<file path="src/rtl/rlbp_rx_pkg.sv">
// Shared constants for the RLBP serial receiver: Wishbone register offsets,
// CTRL/STATUS bit positions, default address decode and frame length.
// Frame length depends on RLBP_RX_PARITY_EN (9-bit frames with even parity when defined).
package rlbp_rx_pkg;

  localparam logic [3:0] BASE_NIB_DEF = 4'h3;
  localparam logic [7:0] OFF_BASE_DEF = 8'h10;

  // Word offsets inside the register window (wbs_adr_i[3:0])
  localparam logic [3:0] OFF_DATA   = 4'h0;
  localparam logic [3:0] OFF_STATUS = 4'h4;
  localparam logic [3:0] OFF_CTRL   = 4'h8;

  // CTRL bits
  localparam int CTRL_EN  = 0;
  localparam int CTRL_LSB = 1;
  localparam int CTRL_IRQ = 2;
  localparam int CTRL_CLR = 3;

  // STATUS bits
  localparam int ST_OVF  = 10;
  localparam int ST_PERR = 11;

`ifdef RLBP_RX_PARITY_EN
  localparam logic [3:0] FRAME_LEN = 4'd9;
`else
  localparam logic [3:0] FRAME_LEN = 4'd8;
`endif

endpackage

</file>
<file path="src/rtl/rlbp_rx_fifo.sv">
// Synchronous byte FIFO. Pointers carry one extra wrap bit so full and empty
// are distinguished by comparing the MSBs. A push into a full FIFO is accepted
// only when a pop happens in the same cycle.
module rlbp_rx_fifo #(
  parameter int DEPTH = 8,
  localparam int AW = $clog2(DEPTH),
  localparam int CW = AW + 1
) (
  input  logic          clk,
  input  logic          rst,
  input  logic          flush,
  input  logic          push,
  input  logic [7:0]    din,
  input  logic          pop,
  output logic [7:0]    dout,
  output logic [CW-1:0] count,
  output logic          full,
  output logic          empty
);

  logic [7:0]  mem [DEPTH];
  logic [AW:0] wr_ptr;
  logic [AW:0] rd_ptr;
  logic        do_push;
  logic        do_pop;

  assign empty   = (wr_ptr == rd_ptr);
  assign full    = (wr_ptr[AW] != rd_ptr[AW]) && (wr_ptr[AW-1:0] == rd_ptr[AW-1:0]);
  assign count   = wr_ptr - rd_ptr;
  assign do_pop  = pop & ~empty;
  assign do_push = push & (~full | do_pop);
  assign dout    = mem[rd_ptr[AW-1:0]];

  // Pointer update; flush returns to empty
  always_ff @(posedge clk) begin
    if (rst || flush) begin
      wr_ptr <= '0;
      rd_ptr <= '0;
    end else begin
      if (do_push) wr_ptr <= wr_ptr + 1'b1;
      if (do_pop)  rd_ptr <= rd_ptr + 1'b1;
    end
  end

  // Storage write, no reset needed since empty masks stale entries
  always_ff @(posedge clk) begin
    if (do_push && !flush) mem[wr_ptr[AW-1:0]] <= din;
  end

endmodule

</file>
<file path="src/rtl/rlbp_serial_rx.sv">
// RLBP serial receiver: bit shifter and counter, byte FIFO, CTRL/STATUS
// registers and a single-cycle-ack Wishbone slave.
// Optional feature macro: RLBP_RX_PARITY_EN (9th frame bit is even parity).
// Wishbone handshake: a hit (cyc & stb & address match & ~ack) is acked on
// the following edge for exactly one cycle; read data is valid while ack is high.
module rlbp_serial_rx
  import rlbp_rx_pkg::*;
#(
  parameter int         DEPTH    = 8,
  parameter logic [3:0] BASE_NIB = BASE_NIB_DEF,
  parameter logic [7:0] OFF_BASE = OFF_BASE_DEF
) (
  input  logic        wb_clk_i,
  input  logic        wb_rst_i,
  input  logic        wbs_stb_i,
  input  logic        wbs_cyc_i,
  input  logic        wbs_we_i,
  input  logic [3:0]  wbs_sel_i,
  input  logic [31:0] wbs_dat_i,
  input  logic [31:0] wbs_adr_i,
  output logic        wbs_ack_o,
  output logic [31:0] wbs_dat_o,
  input  logic        s_data_i,
  input  logic        s_valid_i,
  input  logic        s_sync_i,
  output logic        irq_o
);

  localparam int CW = $clog2(DEPTH) + 1;

  logic [3:0]    ctrl;
  logic [7:0]    shift_reg;
  logic [7:0]    shift_next;
  logic [3:0]    bit_cnt;
  logic          overflow;
  logic          parity_err;
  logic          flush;
  logic          sample;
  logic          last_bit;
  logic          push;
  logic [7:0]    push_data;
  logic          par_bad;
  logic          pop;
  logic          ovf_set;
  logic [7:0]    head;
  logic [CW-1:0] count;
  logic [4:0]    count5;
  logic          full;
  logic          empty;
  logic          hit;
  logic [3:0]    off;
  logic [31:0]   rdata;
  logic          unused_bits;

  assign flush  = ctrl[CTRL_CLR];
  assign sample = ctrl[CTRL_EN] & s_valid_i & ~s_sync_i & ~flush;
  assign hit    = wbs_cyc_i & wbs_stb_i & (wbs_adr_i[31:28] == BASE_NIB)
                & (wbs_adr_i[7:4] == OFF_BASE[3:0]) & ~wbs_ack_o;
  assign off    = wbs_adr_i[3:0];
  assign pop    = hit & ~wbs_we_i & (off == OFF_DATA) & ~flush;
  assign ovf_set = push & full & ~pop;
  assign count5 = 5'(count);
  assign irq_o  = ctrl[CTRL_IRQ] & ~empty;
  assign unused_bits = ^{wbs_sel_i[3:1], wbs_adr_i[27:8], wbs_dat_i[31:12], wbs_dat_i[9:4]};

  // Next shift value, frame-end detection and parity check
  always_comb begin
    shift_next = ctrl[CTRL_LSB] ? {s_data_i, shift_reg[7:1]} : {shift_reg[6:0], s_data_i};
    last_bit   = (bit_cnt == FRAME_LEN - 4'd1);
    push       = sample & last_bit;
`ifdef RLBP_RX_PARITY_EN
    push_data  = shift_reg;
    par_bad    = push & ((^shift_reg) != s_data_i);
`else
    push_data  = shift_next;
    par_bad    = 1'b0;
`endif
  end

  // Bit counter and shift register; sync, disable and flush drop the partial frame
  always_ff @(posedge wb_clk_i) begin
    if (wb_rst_i) begin
      bit_cnt   <= '0;
      shift_reg <= '0;
    end else begin
      if (flush || s_sync_i || !ctrl[CTRL_EN]) bit_cnt <= '0;
      else if (s_valid_i) bit_cnt <= last_bit ? 4'd0 : bit_cnt + 4'd1;
`ifdef RLBP_RX_PARITY_EN
      if (sample && !last_bit) shift_reg <= shift_next;
`else
      if (sample) shift_reg <= shift_next;
`endif
    end
  end

  // Read mux for the addressed register
  always_comb begin
    rdata = '0;
    case (off)
      OFF_DATA:   rdata = empty ? 32'd0 : {24'd0, head};
      OFF_STATUS: rdata = {20'd0, parity_err, overflow, full, empty, 3'd0, count5};
      OFF_CTRL:   rdata = {28'd0, ctrl};
      default:    rdata = '0;
    endcase
  end

  // Register file, sticky flags and Wishbone acknowledge
  always_ff @(posedge wb_clk_i) begin
    if (wb_rst_i) begin
      ctrl       <= '0;
      overflow   <= 1'b0;
      parity_err <= 1'b0;
      wbs_ack_o  <= 1'b0;
      wbs_dat_o  <= '0;
    end else begin
      wbs_ack_o <= hit;
      wbs_dat_o <= '0;
      if (flush) begin
        ctrl[CTRL_CLR] <= 1'b0;
        overflow       <= 1'b0;
        parity_err     <= 1'b0;
      end else begin
        if (hit && wbs_we_i && off == OFF_STATUS) begin
          if (wbs_dat_i[ST_OVF])  overflow   <= 1'b0;
          if (wbs_dat_i[ST_PERR]) parity_err <= 1'b0;
        end
        if (ovf_set) overflow   <= 1'b1;
        if (par_bad) parity_err <= 1'b1;
      end
      if (hit && wbs_we_i && off == OFF_CTRL && wbs_sel_i[0]) ctrl <= wbs_dat_i[3:0];
      if (hit && !wbs_we_i) wbs_dat_o <= rdata;
    end
  end

  rlbp_rx_fifo #(.DEPTH(DEPTH)) u_fifo (
    .clk   (wb_clk_i),
    .rst   (wb_rst_i),
    .flush (flush),
    .push  (push),
    .din   (push_data),
    .pop   (pop),
    .dout  (head),
    .count (count),
    .full  (full),
    .empty (empty)
  );

endmodule

</file>
<file path="config.mk">
export PLATFORM = sky130hd
export DESIGN_NAME = rlbp_serial_rx
export DESIGN_NICKNAME = d
export VERILOG_FILES = /design/src/rtl/rlbp_rx_pkg.sv /design/src/rtl/rlbp_rx_fifo.sv /design/src/rtl/rlbp_serial_rx.sv
export SDC_FILE = /design/constraint.sdc
export NUM_CORES = 1
export LEC_CHECK = 0
export BUFFER_PORTS_ARGS = -buffer_cell sky130_fd_sc_hd__buf_4
export CORE_MARGIN = 1.5
export CORE_UTILIZATION = 35
export CTS_BUF_LIST = sky130_fd_sc_hd__clkbuf_4 sky130_fd_sc_hd__clkbuf_8
export CTS_CLUSTER_DIAMETER = 60
export DETAILED_ROUTE_END_ITERATION = 7
export PLACE_DENSITY = 0.62
export SLEW_MARGIN = 20
export SYNTH_ARGS = -nofsm -noshare
export SYNTH_HDL_FRONTEND = slang
export SYNTH_HIERARCHICAL = 1
export SYNTH_SLANG_ARGS = --single-unit
</file>
<file path="constraint.sdc">
create_clock -name wb_clk_i -period 2.7 [get_ports wb_clk_i]
set_input_delay 0.27 -clock wb_clk_i [delete_from_list [all_inputs] [get_ports wb_clk_i]]
set_output_delay 0.27 -clock wb_clk_i [all_outputs]
set_load 0.05 [all_outputs]
</file>
==> impl_results.md <==
* GPL Wtd Cong at 0.836
* Hold Path Cell Cnt at 3
* PwrDens at 533 nW/um^2
* Syn_area_per_cell at 14.4 um^2
* Final HPWL DP at 6.10 mm
* Static leakage at 1.89 nW
* DR pass1 iterations at 4
* R2r endpoint: u_fifo/mem[4][3]$_DFFE_PP_
* Post-synthesis xor/xnor area fraction at 0.0208
* Clk buf depth at 2
* #FFs+latches synth at 104
* Resize count post-CTS at 0
* Synth-to-layout area growth at 14.8%
* Reg2reg path depth at 7
* Vias in the first global route at 2620
* Worst Path Arrival at 2110 ps
* Cell count after synthesis at 317
* Crit end category: output pin
* Placed Instance Area at 5030 um^2
* Final net count at 453
* Simple-gate portion of the synthesized area at 0.121
* Run status: finished, final reports clean
* Setup WS post-layout at 315 ps
* Drt total wl at 8.67 mm
* Switching Power at 0.623 mW
* Crit path cell chain: inv_1, ha_1, nand3_1, buf_4, nor2_1, nor2b_1, buf_4
* Final Slew Violations at 0
* Post-Syn Area at 4570 um^2
* Slew HR at 0.579
* Largest net degree at the start of global routing at 18
* R2R Path Start: wbs_ack_o$_SDFF_PP0_
* Max FFs per register at 64
* All-layer global routing usage at 0.138
* Global-route wire length before repair at 13.8 mm
* Starting DRT DRC Count at 149
* Fmax at 419 MHz
* Crit Path Class: reg2out
* Max incr delay on CP at 470 ps
* Adder-Cell Fraction of Synth Area at 0.0208
* Compound-Gate Fraction of Synth Area at 0.0373
* WP buf/inv at 3
* Non-Filler Instances at 547
* Die area at 13700 um^2
* VDD IR max at 0.307 mV
* Synth Flop Type: edfxtp_1
* FP Rows at 41
* Slowest library cell on the worst path: dfxtp_1
* Largest family of logic cells by synthesized area: multiplexers
* Worst hold slack at 164 ps
* Internal power at 2.17 mW
* Worst-Skew Late Latency at 370 ps
* Hold_buf cts at 0
* Clock Power Share at 0.359
* Maxcap violations at 0
* Port bufs at 38
* Number of distinct library cells after synthesis at 56
* Fin. Hold Viols at 0
* Core area at 12700 um^2
* Final setup fails at 0
* Hold Path End: ctrl[2]$_SDFFE_PP0P_
* Die Wd at 117 um
* Post-CTS setup buffer count at 0
* Antenna cells at 0
* Remaining DRCs at 0
* Antenna viol nets, final at 0
* Worst Hold Class: in2reg
* Switching Fraction at 0.223
* CTS tree: done
* Hold path start: wbs_dat_i[2]
* Clock sink count at 104
* Initial antenna violation count at 0
* DP Worst Slack at 394 ps
* Skew final at 15.0 ps
* Setup_tns at 0 ps
* Register-to-Register Setup Slack at 590 ps
* Num CTS Buffers at 9
* Final Cell Area at 5240 um^2
* Initial Utilization at 0.360
* Cell family with most CP delay: buffers and inverters
* Most common cell after layout, fill and taps aside: edfxtp_1
* DP Cell Count at 531
* Vias at 2642
* Share of layout cells above drive strength 1 at 0.280
* Proportion of synthesized area in mux cells at 0.149
* Root Buffer: clkbuf_8
* Worst slew pin tran at 629 ps
* Grt ovf at 0
* CTS H-tree lvls at 3
* Clock transition at the registers of the reported paths at 90 ps
* Crit path required time at 2430 ps
* Ys Warns at 6
* Max Fanout on Critical Path at 7
* Flop pwr share at 0.597
* Final period util at 0.883
* Post-synthesis sequential area ratio at 0.596
* Drt via density at 4.83
* Async set-reset flop share out of synthesis at 0
* Avg WL per Cell at 15.8 um
* Combinational power share at 0.044
* Most frequent cells in the layout: edfxtp_1 (64), buf_4 (52), dfxtp_1 (40)
* CP Launch Type: flip-flop
* Crit path top cell by count: buf_4
* RSZ-0062 raised after global routing: no
* Crit path time final at 2380 ps
* Number of synthesized flops with an enable pin at 64
* Floorplan die height at 117 um
* I/O pin total at 110
worst max path at each step:
stage / startpoint / end / slack, ps / cells past startpoint
after floorplan: wbs_ack_o$_SDFF_PP0_ / u_fifo/mem[5][0]$_DFFE_PP_ / 100 / 6
after global placement: wbs_adr_i[31] / u_fifo/mem[4][7]$_DFFE_PP_ / 400 / 8
after detailed placement: wbs_adr_i[31] / u_fifo/mem[4][7]$_DFFE_PP_ / 390 / 8
after CTS: u_fifo/wr_ptr[0]$_SDFFE_PP0P_ / irq_o / 290 / 7
after global routing: u_fifo/wr_ptr[0]$_SDFFE_PP0P_ / irq_o / 140 / 7
final: u_fifo/wr_ptr[0]$_SDFFE_PP0P_ / irq_o / 320 / 7
worst reg2reg max path, delay by kind of cell (launching register included):
family        cells  cell delay, ps
flops             1             340
simple gates      6            1260
buf+inv           1             230
final cells by class:
cell class	instances	area, um^2
tap	172	215
clock buffer	11	145
sequential	104	2720
timing repair buffer	52	390
clock inverter	5	61.3
multi-input combinational	196	1680
fill	1195	7430
inverter	7	26.3
routing by layer:
layer	track usage	share of wire
met3	0.0263	0.029
met2	0.238	0.51
met4	0.0506	0.014
met5	0	0
met1	0.173	0.45
power by group through the flow:
stage | sequential, mW | clock [mW] | combinational (mW)
after floorplan | 1.70 | 0 | 0.104
after global placement | 1.70 | 0 | 0.121
after detailed placement | 1.70 | 0 | 0.123
after CTS | 1.67 | 1.02 | 0.123
after global routing | 1.67 | 1.10 | 0.132
final | 1.67 | 1.00 | 0.123
cell families after synthesis:
| logic type | count (synthesis) |
|---|---|
| AOI/OAI and AO/OA | 23 |
| xor gates and xnor gates | 10 |
| buffers and inverters | 37 |
| muxes | 42 |
| adders and majority gates | 7 |
| DFF | 104 |
| and+or+nand+nor | 93 |
| other | 1 |
cells in the mapped netlist (2+ instances only):
library cell / count / area, um^2
edfxtp_1: 64 / 1920
buf_2: 2 / 10.0
clkbuf_1: 3 / 11.3
or3_1: 2 / 12.5
a222oi_1: 4 / 40.0
and3_1: 2 / 12.5
and4_1: 2 / 17.5
xnor2_1: 4 / 35.0
o21ai_1: 2 / 10.0
nand3_1: 10 / 50.1
nand2_1: 12 / 45.0
mux2i_1: 9 / 90.1
and2_1: 7 / 43.8
nor2_1: 34 / 128
inv_1: 7 / 26.3
o211ai_1: 2 / 15.0
mux4_2: 6 / 135
xor2_1: 5 / 43.8
nand3b_1: 2 / 15.0
mux2_2: 17 / 191
buf_4: 22 / 165
nor3_1: 2 / 10.0
o21ai_0: 5 / 25.0
nand4_1: 2 / 12.5
ha_1: 6 / 75.1
a21oi_1: 5 / 25.0
mux4_1: 10 / 263
dfxtp_1: 40 / 801
and4b_1: 2 / 20.0
per-stage QoR:
step / utilization / power, mW
final: 0.414 / 2.79
after CTS: 0.414 / 2.81
after global placement: 0.397 / 1.82
after detailed placement: 0.397 / 1.82
after global routing: 0.414 / 2.89
after floorplan: - / 1.81
(Power assumes the default switching activity.)
